## src/rtl/cdb_arbiter.sv

```systemverilog
// rtl/cdb_arbiter.sv - round-robin common data bus arbiter for ALU, branch and LSU writeback
// Optional macro CDB_ARB_PERF_EN adds per-source grant and conflict counters.
module cdb_arbiter #(
    parameter int DATA_W = 32,
    parameter int TAG_W  = 5,
    parameter int PREG_W = 7
) (
    input  logic              clk,
    input  logic              rst,
    input  logic              flush,
    input  logic              alu_wb_valid,
    output logic              alu_wb_ready,
    input  logic [TAG_W-1:0]  alu_wb_tag,
    input  logic [PREG_W-1:0] alu_wb_prd,
    input  logic [DATA_W-1:0] alu_wb_data,
    input  logic              br_wb_valid,
    output logic              br_wb_ready,
    input  logic [TAG_W-1:0]  br_wb_tag,
    input  logic [PREG_W-1:0] br_wb_prd,
    input  logic [DATA_W-1:0] br_wb_data,
    input  logic              lsu_wb_valid,
    output logic              lsu_wb_ready,
    input  logic [TAG_W-1:0]  lsu_wb_tag,
    input  logic [PREG_W-1:0] lsu_wb_prd,
    input  logic [DATA_W-1:0] lsu_wb_data,
    output logic              cdb_valid,
    output logic [TAG_W-1:0]  cdb_tag,
    output logic [PREG_W-1:0] cdb_prd,
    output logic [DATA_W-1:0] cdb_data,
    output logic [1:0]        cdb_src
`ifdef CDB_ARB_PERF_EN
    ,
    output logic [31:0]       perf_grant_alu,
    output logic [31:0]       perf_grant_br,
    output logic [31:0]       perf_grant_lsu,
    output logic [31:0]       perf_conflict
`endif
);

    logic [2:0]        hv;
    logic [1:0]        rr_ptr;
    logic [1:0]        rr_eff;
    logic [TAG_W-1:0]  tag_q  [3];
    logic [PREG_W-1:0] prd_q  [3];
    logic [DATA_W-1:0] data_q [3];

    logic [2:0]        in_valid;
    logic [TAG_W-1:0]  in_tag  [3];
    logic [PREG_W-1:0] in_prd  [3];
    logic [DATA_W-1:0] in_data [3];

    logic [2:0]        gnt;
    logic              gnt_any;
    logic [1:0]        gnt_idx;
    logic [2:0]        idx;
    logic [2:0]        ready;
    logic [2:0]        acc;

    assign in_valid   = {lsu_wb_valid, br_wb_valid, alu_wb_valid};
    assign in_tag[0]  = alu_wb_tag;
    assign in_tag[1]  = br_wb_tag;
    assign in_tag[2]  = lsu_wb_tag;
    assign in_prd[0]  = alu_wb_prd;
    assign in_prd[1]  = br_wb_prd;
    assign in_prd[2]  = lsu_wb_prd;
    assign in_data[0] = alu_wb_data;
    assign in_data[1] = br_wb_data;
    assign in_data[2] = lsu_wb_data;

    // An out-of-range pointer value behaves as slot 0.
    assign rr_eff = (rr_ptr == 2'd3) ? 2'd0 : rr_ptr;

    always_comb begin
        gnt_any = 1'b0;
        gnt_idx = 2'd0;
        idx     = 3'd0;
        for (int k = 0; k < 3; k++) begin
            idx = {1'b0, rr_eff} + 3'(k);
            if (idx >= 3'd3) idx = idx - 3'd3;
            if (!gnt_any && hv[idx[1:0]]) begin
                gnt_any = 1'b1;
                gnt_idx = idx[1:0];
            end
        end
        gnt = gnt_any ? (3'b001 << gnt_idx) : 3'b000;
    end

    // Ready is a function of slot state and grant only, never of valid.
    assign ready = rst ? 3'b000 : (~hv | gnt);
    assign acc   = in_valid & ready;

    assign alu_wb_ready = ready[0];
    assign br_wb_ready  = ready[1];
    assign lsu_wb_ready = ready[2];

    always_ff @(posedge clk) begin
        if (rst) begin
            hv        <= 3'b000;
            rr_ptr    <= 2'd0;
            cdb_valid <= 1'b0;
            cdb_tag   <= '0;
            cdb_prd   <= '0;
            cdb_data  <= '0;
            cdb_src   <= 2'd0;
        end else if (flush) begin
            hv        <= 3'b000;
            cdb_valid <= 1'b0;
        end else begin
            cdb_valid <= |hv;
            if (gnt_any) begin
                cdb_tag  <= tag_q[gnt_idx];
                cdb_prd  <= prd_q[gnt_idx];
                cdb_data <= data_q[gnt_idx];
                cdb_src  <= gnt_idx;
                rr_ptr   <= (gnt_idx == 2'd2) ? 2'd0 : gnt_idx + 2'd1;
            end
            for (int i = 0; i < 3; i++) begin
                if (acc[i])      hv[i] <= 1'b1;
                else if (gnt[i]) hv[i] <= 1'b0;
            end
        end
    end

    always_ff @(posedge clk) begin
        for (int i = 0; i < 3; i++) begin
            if (!rst && !flush && acc[i]) begin
                tag_q[i]  <= in_tag[i];
                prd_q[i]  <= in_prd[i];
                data_q[i] <= in_data[i];
            end
        end
    end

`ifdef CDB_ARB_PERF_EN
    logic conflict;
    assign conflict = (hv[0] & hv[1]) | (hv[0] & hv[2]) | (hv[1] & hv[2]);

    always_ff @(posedge clk) begin
        if (rst) begin
            perf_grant_alu <= 32'd0;
            perf_grant_br  <= 32'd0;
            perf_grant_lsu <= 32'd0;
            perf_conflict  <= 32'd0;
        end else begin
            if (cdb_valid && cdb_src == 2'd0) perf_grant_alu <= perf_grant_alu + 32'd1;
            if (cdb_valid && cdb_src == 2'd1) perf_grant_br  <= perf_grant_br + 32'd1;
            if (cdb_valid && cdb_src == 2'd2) perf_grant_lsu <= perf_grant_lsu + 32'd1;
            if (conflict)                     perf_conflict  <= perf_conflict + 32'd1;
        end
    end
`endif

endmodule

```

## config.mk

```make
export PLATFORM = sky130hd
export DESIGN_NAME = cdb_arbiter
export DESIGN_NICKNAME = d
export VERILOG_FILES = /design/src/rtl/cdb_arbiter.sv
export SDC_FILE = /design/constraint.sdc
export NUM_CORES = 1
export LEC_CHECK = 0
export BUFFER_PORTS_ARGS = -buffer_cell sky130_fd_sc_hd__buf_4
export CORE_UTILIZATION = 40
export CTS_CLUSTER_DIAMETER = 120
export DETAILED_ROUTE_END_ITERATION = 10
export GPL_TIMING_DRIVEN = 0
export PLACE_DENSITY = 0.7
export SYNTH_ARGS = -nofsm -noshare
export SYNTH_HDL_FRONTEND = slang
export SYNTH_SLANG_ARGS = --single-unit
```

## constraint.sdc

```tcl
create_clock -name clk -period 4.3 [get_ports clk]
set_input_delay 0.43 -clock clk [delete_from_list [all_inputs] [get_ports clk]]
set_output_delay 0.43 -clock clk [all_outputs]
set_load 0.02 [all_outputs]
```

==> summary.md, run 1 <==
| Metric | Value |
|---|---|
| Post-Syn Nets | `606` |
| Worst VDD drop | `0.353 mV` |
| Sink Count | `184` |
| Pwr dens | `443 mW/mm^2` |
| Number of synthesized flops with an enable pin | `132` |
| Total of max-cap violations | `0` |
| Worst-path clk slew | `0.07 ns` |
| Drt pass-1 iters | `5` |
| Die Area | `0.0183 mm^2` |
| GPL Wtd Cong | `0.797` |
| Min-delay src | `alu_wb_data[29]` |
| Startpoint Class | `flip-flop` |
| Ys async rst share | `0` |
| CTS tree | `yes` |
| Setup CP Type | `reg -> out` |
| Placeable core area | `0.0173 mm^2` |
| Fin util | `0.547` |
| TritonCTS buffer count | `17` |
| Final period util | `0.785` |
| Drt drc | `0` |
| Initial Utilization | `0.410` |
| Cells after Synth | `464` |
| Nets | `814` |
| Netlist cell types | `39` |
| Leakage | `3.54 nW` |
| Internal | `3.23 mW` |
| Fmax | `296 MHz` |
| Initial DRC count | `219` |
| Sw frac | `0.230` |
| Final setup fails | `0` |
| Fillers | `1438` |
| Synth Flop Type | `edfxtp_1` |
| Cts hold-fix bufs | `0` |
| Syn avg cell area | `15.3 um^2` |
| Worst R2R Start | `rr_ptr[0]` |
| Largest net degree at the start of global routing | `29` |
| Clock skew | `0.0105 ns` |
| Synthesis-to-finish area growth | `33.6%` |
| Slew Viols, Final | `0` |
| Setup crit end kind | `primary output` |
| GRT Util Overall | `0.192` |
| Final Hold Viols | `0` |
| Dpl hpwl | `12000 um` |
| Number of port buffers | `186` |
| # H-tree levels | `4` |
| Rel. slew slack | `0.504` |
| Worst EP required | `3.87 ns` |
| Clock Root Buffer | `clkbuf_16` |
| Die Wd | `135 um` |
| Crit Path Max Fanout | `10` |
| First-pass GRT wire length | `26000 um` |
| Cell Area, Placed | `0.00885 mm^2` |
| # IOs | `188` |
| Post-cts resize count | `0` |
| Setup Fix Bufs, Post-CTS | `0` |
| Vias in the first global route | `4770` |
| Initial antenna violation count | `0` |
| Tmin final | `3.38 ns` |
| Clk Latency, worst-skew pair | `0.42 ns` |
| Yosys warns | `0` |
| Inserted Diodes | `0` |
| Die Height | `135 um` |
| Net switching power | `0.965 mW` |
| Worst setup path start | `rr_ptr[0]` |
| Clk pwr share | `0.391` |
| Final Instance Area | `0.00947 mm^2` |
| Transition time of the tightest slew-check pin | `0.742 ns` |
| Fraction of layout cells with a size suffix above 1 | `0.375` |
| Longest Clk Path Bufs | `2` |
| Synthesized area | `0.00709 mm^2` |
| Sequential cell fraction of total power | `0.482` |
| ANT nets after route | `0` |
| DRT Wirelength | `17100 um` |
| Via/cell ratio | `5.20` |
| Synth Register Bits | `184` |
| Num rows | `48` |
| Grt total ovfl | `0` |
| Comb pwr share | `0.127` |
| Critical path arrival | `2.95 ns` |
| Sum Neg Setup Slack | `0 ns` |
| Routed wire per std cell | `18.8 um` |
| Status | `finished clean` |
| RSZ-0062 raised after global routing | `no` |
| Post-synthesis sequential area ratio | `0.706` |
| Hold Path Class | `in -> reg` |
| Vias | `4728` |
-- metrics by stage --
stage | total power [mW] | hold slack, ns | worst slack [ns] | instances
after floorplan | 2.35 | 0.446 | 0.159 | 464
after global placement | 2.58 | 0.452 | -1.23 | 875
after detailed placement | 2.60 | 0.454 | 0.967 | 878
after CTS | 4.23 | 0.157 | 0.905 | 910
after global routing | 4.35 | 0.153 | 0.785 | 910
final | 4.20 | 0.178 | 0.922 | 910
-- power groups by stage --
| stage | registers, mW | clock network, mW | logic [mW] |
|---|---|---|---|
| after global placement | 2.06 | 0 | 0.517 |
| after floorplan | 2.10 | 0 | 0.246 |
| after detailed placement | 2.06 | 0 | 0.539 |
| after CTS | 2.02 | 1.67 | 0.541 |
| final | 2.02 | 1.64 | 0.533 |
| after global routing | 2.03 | 1.75 | 0.573 |
-- synth_stat cells, types with 2 or more instances --
cell | number | share of area
o221ai_1 | 43 | 0.053
edfxtp_1 | 132 | 0.56
o21ai_0 | 3 | 0.0021
inv_1 | 3 | 0.0016
ha_1 | 4 | 0.0071
dfxtp_1 | 52 | 0.15
nand3b_1 | 3 | 0.0032
nor2_1 | 9 | 0.0048
buf_2 | 13 | 0.0092
nand2b_1 | 47 | 0.041
buf_12 | 4 | 0.011
nor2_2 | 2 | 0.0018
o21a_1 | 3 | 0.0032
mux2_2 | 2 | 0.0032
mux2i_1 | 48 | 0.068
nor3_1 | 2 | 0.0014
a31oi_1 | 2 | 0.0018
and2b_1 | 3 | 0.0032
nand2_1 | 3 | 0.0016
clkbuf_1 | 11 | 0.0058
buf_4 | 3 | 0.0032
a21oi_1 | 8 | 0.0057
nand3_1 | 46 | 0.032
buf_6 | 3 | 0.0048
-- area by class of cell --
| cell class | count | area [um^2] | area share |
|---|---|---|---|
| clock buffer | 20 | 447 | 0.0472 |
| multi-input combinational | 243 | 1850 | 0.196 |
| clock inverter | 12 | 173 | 0.0182 |
| buffer | 34 | 243 | 0.0256 |
| tap | 225 | 282 | 0.0297 |
| timing repair buffer | 189 | 1460 | 0.154 |
| inverter | 3 | 11.3 | 0.00119 |
| sequential | 184 | 5000 | 0.529 |
-- critical path: stages (launching register included) --
cell and delay (ns):
dfxtp_1 0.38, inv_1 0.08, ha_1 0.30, buf_6 0.15, mux2i_4 0.18, o21a_4 0.23
nand3_2 0.07, a31oi_1 0.10, buf_6 0.19, a21boi_0 0.54, nor2_1 0.12, buf_4 0.19
-- routing by layer --
metal	global-route usage	up-vias	routed length (um)
met2	0.313	196	8380
met5	0	-	0
met4	0.0655	0	279
li1	-	2202	-
met3	0.0612	24	1250
met1	0.241	2306	7160
-- cell families (layout without fill, tap and decap cells) --
kind of cell	count (synthesis)	after routing	synth area share
AO/OA/AOI/OAI	68	68	0.0800
multiplexers	52	52	0.0761
AND/OR/NAND/NOR	119	119	0.0946
flip-flops	184	184	0.706
adder cells (fa/ha/maj)	4	4	0.00706
buffers and inverters	37	258	0.0358
-- path summary, 6_finish.rpt --
check | depth (start not counted) | slack (ns) | to
max | 11 | 0.92 | br_wb_ready
min | 1 | 0.18 | data_q[0][29]
max reg2reg | 11 | 1.04 | data_q[1][6]
min reg2reg | 2 | 0.47 | cdb_data[4]
-- cell usage in the layout (no fill, tap or decap), drive strengths merged --
master    Yosys  layout
a211oi        1       1
a21boi        1       1
a21o          1       1
a21oi         9       9
a31oi         3       3
and2b         3       3
buf          23     212
bufinv        0       4
clkbuf       11      31
clkinv        0       4
clkinvlp      0       1
dfxtp        52      52
edfxtp      132     132
ha            4       4
inv           3       6
mux2          2       2
mux2i        50      50
nand2         3       3
nand2b       47      47
nand3        47      47
nand3b        4       4
nor2         11      11
nor2b         1       1
nor3          2       2
o2111ai       1       1
o21a          4       4
o21ai         3       3
o221ai       44      44
o31a          1       1
or2           1       1
-- registers in the layout (all words and copies together), names as in the netlist --
name,count
cdb_data,32
cdb_prd,7
cdb_src,2
cdb_tag,5
cdb_valid,1
data_q,96
hv,3
prd_q,21
rr_ptr,2
tag_q,15
(Power assumes the default switching activity.)
==> run 2: changes to the inputs <==
--- a/config.mk
+++ b/config.mk
@@ -5,12 +5,13 @@
 export SDC_FILE = /design/constraint.sdc
 export NUM_CORES = 1
 export LEC_CHECK = 0
+export ABC_AREA = 1
 export BUFFER_PORTS_ARGS = -buffer_cell sky130_fd_sc_hd__buf_4
 export CORE_UTILIZATION = 40
 export CTS_CLUSTER_DIAMETER = 120
 export DETAILED_ROUTE_END_ITERATION = 10
 export GPL_TIMING_DRIVEN = 0
-export PLACE_DENSITY = 0.7
+export PLACE_DENSITY = 0.69
 export SYNTH_ARGS = -nofsm -noshare
 export SYNTH_HDL_FRONTEND = slang
 export SYNTH_SLANG_ARGS = --single-unit
==> constraint.sdc (replaced) <==
create_clock -name clk -period 2.9 [get_ports clk]
set_input_delay 0.29 -clock clk [delete_from_list [all_inputs] [get_ports clk]]
set_output_delay 0.29 -clock clk [all_outputs]
set_load 0.02 [all_outputs]
==> summary.md, run 2 <==
| Metric | Value |
|---|---|
| Inserted Diodes | `0 (unchanged)` |
| Transition time of the tightest slew-check pin | `0.793 ns (+0.0513 ns)` |
| Post-synth top cells | `inv_1 (145), nand2_1 (145), edfxtp_1 (132), nand3_1 (125), dfxtp_1 (52)` |
| # H-tree levels | `4 (unchanged)` |
| ANT nets after route | `0 (unchanged)` |
| Longest Clk Path Bufs | `2 (unchanged)` |
| Reg with most FFs | `data_q` |
| Critical path arrival | `2.45 ns (-0.50 ns)` |
| First-pass GRT wire length | `29400 um (+13%)` |
| Vias | `5774 (+22%)` |
| Rel. slew slack | `0.471 (-0.0331)` |
| Post-synthesis sequential area ratio | `0.642 (-0.0646)` |
| DRT Wirelength | `19500 um (+14%)` |
| Worst VDD drop | `0.410 mV (+16%)` |
| Pwr dens | `764 mW/mm^2 (+72%)` |
| Synthesis-to-finish area growth | `36.2%` |
| Num rows | `50 (+4.2%)` |
| Number of port buffers | `186 (unchanged)` |
| Inst Count DP | `1194 (+36%)` |
| Sink Count | `184 (unchanged)` |
| Final period util | `0.946` |
| Netlist cell types | `30 (-23%)` |
| TritonCTS buffer count | `17 (unchanged)` |
| CP top delay family | `simple AND/OR/NAND/NOR gates` |
| Yosys warns | `0 (unchanged)` |
| Crit Path Max Fanout | `6 (-4)` |
| Syn avg cell area | `10.5 um^2 (-31%)` |
| Pre-CTS WS | `-0.153 ns (-1.12 ns)` |
| Setup CP Type | `reg -> out` |
| Internal | `5.33 mW (+65%)` |
| Total of max-cap violations | `0 (unchanged)` |
| Drt drc | `0 (unchanged)` |
| Cells after Synth | `744 (+60%)` |
| Initial DRC count | `305 (+39%)` |
| Worst-path clk slew | `0.08 ns (about the same)` |
| Nets | `1130 (+39%)` |
| Fraction of layout cells with a size suffix above 1 | `0.328 (-0.0475)` |
| Tmin final | `2.74 ns` |
| Final Worst Setup Slack | `0.155 ns (-0.767 ns)` |
| Hold Path Class | `in -> reg` |
| Clk Latency, worst-skew pair | `0.44 ns (+0.02 ns)` |
| Final Hold Viols | `0 (unchanged)` |
| Most frequent cells in the layout | `buf_4 (197), inv_1 (143), nand2_1 (142)` |
| Synth area leader | `edfxtp_1` |
| Die Wd | `142 um (+4.8%)` |
| Grt total ovfl | `0 (unchanged)` |
| Buf/Inv on CP | `3 (-1)` |
| Drt pass-1 iters | `5 (unchanged)` |
| Biggest regs | `data_q (96), cdb_data (32), prd_q (21)` |
| Number of synthesized flops with an enable pin | `132 (unchanged)` |
| Die Area | `0.0201 mm^2 (+9.9%)` |
| CTS tree | `yes` |
| Slew Viols, Final | `0 (unchanged)` |
| Comb pwr share | `0.311 (+0.184)` |
| Fin util | `0.562 (+0.0147)` |
| Clock Root Buffer | `clkbuf_16` |
| Crit path cell chain | `inv_1, ha_4, nand2_1, or2_4, nand2_2, nand3_1, nand2_1, nand2_4, nand3_1, nand2_2, inv_2, nor2_1, buf_4` |
| Net switching power | `2.78 mW (+190%)` |
| Crit path largest cell delay | `0.36 ns (-0.18 ns)` |
| Synth Flop Type | `edfxtp_1` |
| Post-Syn Nets | `886 (+46%)` |
| Startpoint Class | `flip-flop` |
| Vias in the first global route | `5451 (+14%)` |
| Cell at the slowest stage of the critical path | `dfxtp_2` |
| Routed wire per std cell | `15.5 um (-17%)` |
| Sequential cell fraction of total power | `0.399 (-0.083)` |
| GPL Wtd Cong | `0.843 (+5.8%)` |
| Leakage | `4.66 nW (+32%)` |
| Synth Register Bits | `184 (unchanged)` |
| Dpl hpwl | `13200 um (+9.9%)` |
| Largest cells by area after synthesis | `edfxtp_1 (51%), dfxtp_1 (13%), nand3_1 (8.0%), inv_1 (7.0%), nand2_1 (7.0%)` |
| Largest net degree at the start of global routing | `27 (-6.9%)` |
| Clk pwr share | `0.291 (-0.100)` |
| Status | `finished clean` |
| Final setup fails | `0 (unchanged)` |
| Sw frac | `0.343 (+0.113)` |
| Max reg flops | `96 (unchanged)` |
| Fmax | `364 MHz` |
| Synthesized area | `0.00780 mm^2 (+10%)` |
| Most common cell after layout, fill and taps aside | `buf_4` |
| Initial Utilization | `0.413 (+0.00313)` |
| Top-area cell type share of the netlist area | `0.508 (-0.0512)` |
| Die Height | `142 um (+4.8%)` |
| Initial antenna violation count | `0 (unchanged)` |
| Ys async rst share | `0 (unchanged)` |
| Worst EP required | `2.61 ns (-1.26 ns)` |
| # IOs | `188 (unchanged)` |
| Clock skew | `0.0118 ns (+0.00131 ns)` |
| Final non-filler cell total | `1261 (+39%)` |
| GRT Util Overall | `0.199 (+0.00705)` |
| Via/cell ratio | `4.58 (-12%)` |
| Setup crit end kind | `primary output` |
| Placeable core area | `0.0189 mm^2 (+9.2%)` |
==> run 2: cell count changes after synthesis, sizes merged, moves of 4 or more <==
cell    change
a21oi      +45
inv       +146
mux2i      -50
nand2     +152
nand2b     -47
nand3      +90
nand4       +5
o21a        -4
o21ai       +4
o221ai     -44
==> run 2: routing by layer <==
metal  part of all wire  track usage  vias up
met5                  0            0        -
met3              0.059       0.0594       17
li1                   -            -     2916
met1               0.42        0.248     2665
met2               0.50        0.331      176
met4              0.017       0.0668        0
==> run 2: final timing paths <==
check	start	end	slack [ns]	cells after the start
setup / recovery	rr_ptr[0]	alu_wb_ready	0.16	13
hold / removal	br_wb_prd[0]	prd_q[1][0]	0.02	1
setup reg to reg	rr_ptr[0]	data_q[0][0]	0.26	11
hold reg to reg	cdb_src[1]	cdb_src[1]	0.53	2
==> run 2: worst register-to-register path, cell delays in order, from the launching register on <==
cell and delay, ns:
dfxtp_2 0.36, inv_1 0.09, ha_4 0.31, nand2_1 0.06, or2_4 0.25, nand2_2 0.11
nand4_1 0.16, nand2_4 0.14, nand3_1 0.10, nand2_2 0.08, inv_2 0.08, nor2_2 0.55
==> run 2: layout make-up <==
class	instances	area (um^2)
Buffer	34	224
Clock buffer	17	425
Clock inverter	15	178
Fill cell	1707	8270
Inverter	150	566
Multi-Input combinational cell	377	2060
Sequential cell	184	5010
Tap cell	260	325
Timing Repair Buffer	224	1840
==> run 2: logic make-up after synthesis <==
kind of cell	synth area share
and+or+nand+nor	0.197
buffers and inverters	0.101
DFF	0.642
AOI/OAI and AO/OA	0.0539
adders and majority gates	0.00642
==> run 2: what timing repair did <==
| action | CTS | global route |
|---|---|---|
| gates resized for setup | 3 | 8 |
| pin swaps | 3 | 2 |
| setup buffers | 8 | 0 |
| setup endpoints to repair | 61 | 61 |
| endpoints found under the hold margin | 0 | 26 |
| hold buffers | 0 | 26 |
| cloned | 1 | 0 |
==> run 2: stage by stage <==
| step | power, mW | area, um^2 | hold slack (ns) | TNS, ns |
|---|---|---|---|---|
| floorplan | 4.84 | 7820 | 0.389 | 0 |
| finish | 8.11 | 10600 | 0.0221 | 0 |
| CTS | 8.13 | 10300 | 0.000995 | 0 |
| global placement | 5.69 | 9540 | 0.469 | -89.53 |
| detailed placement | 5.74 | 9630 | 0.469 | -8.27 |
| global route | 8.52 | 10600 | -0.000705 | -0.0165 |
==> run 2: power groups by stage <==
stage | logic (mW) | clock network (mW) | registers, mW
after global placement | 2.40 | 0 | 3.29
after floorplan | 1.34 | 0 | 3.49
after CTS | 2.49 | 2.41 | 3.23
after detailed placement | 2.45 | 0 | 3.29
final | 2.52 | 2.36 | 3.23
after global routing | 2.76 | 2.50 | 3.26
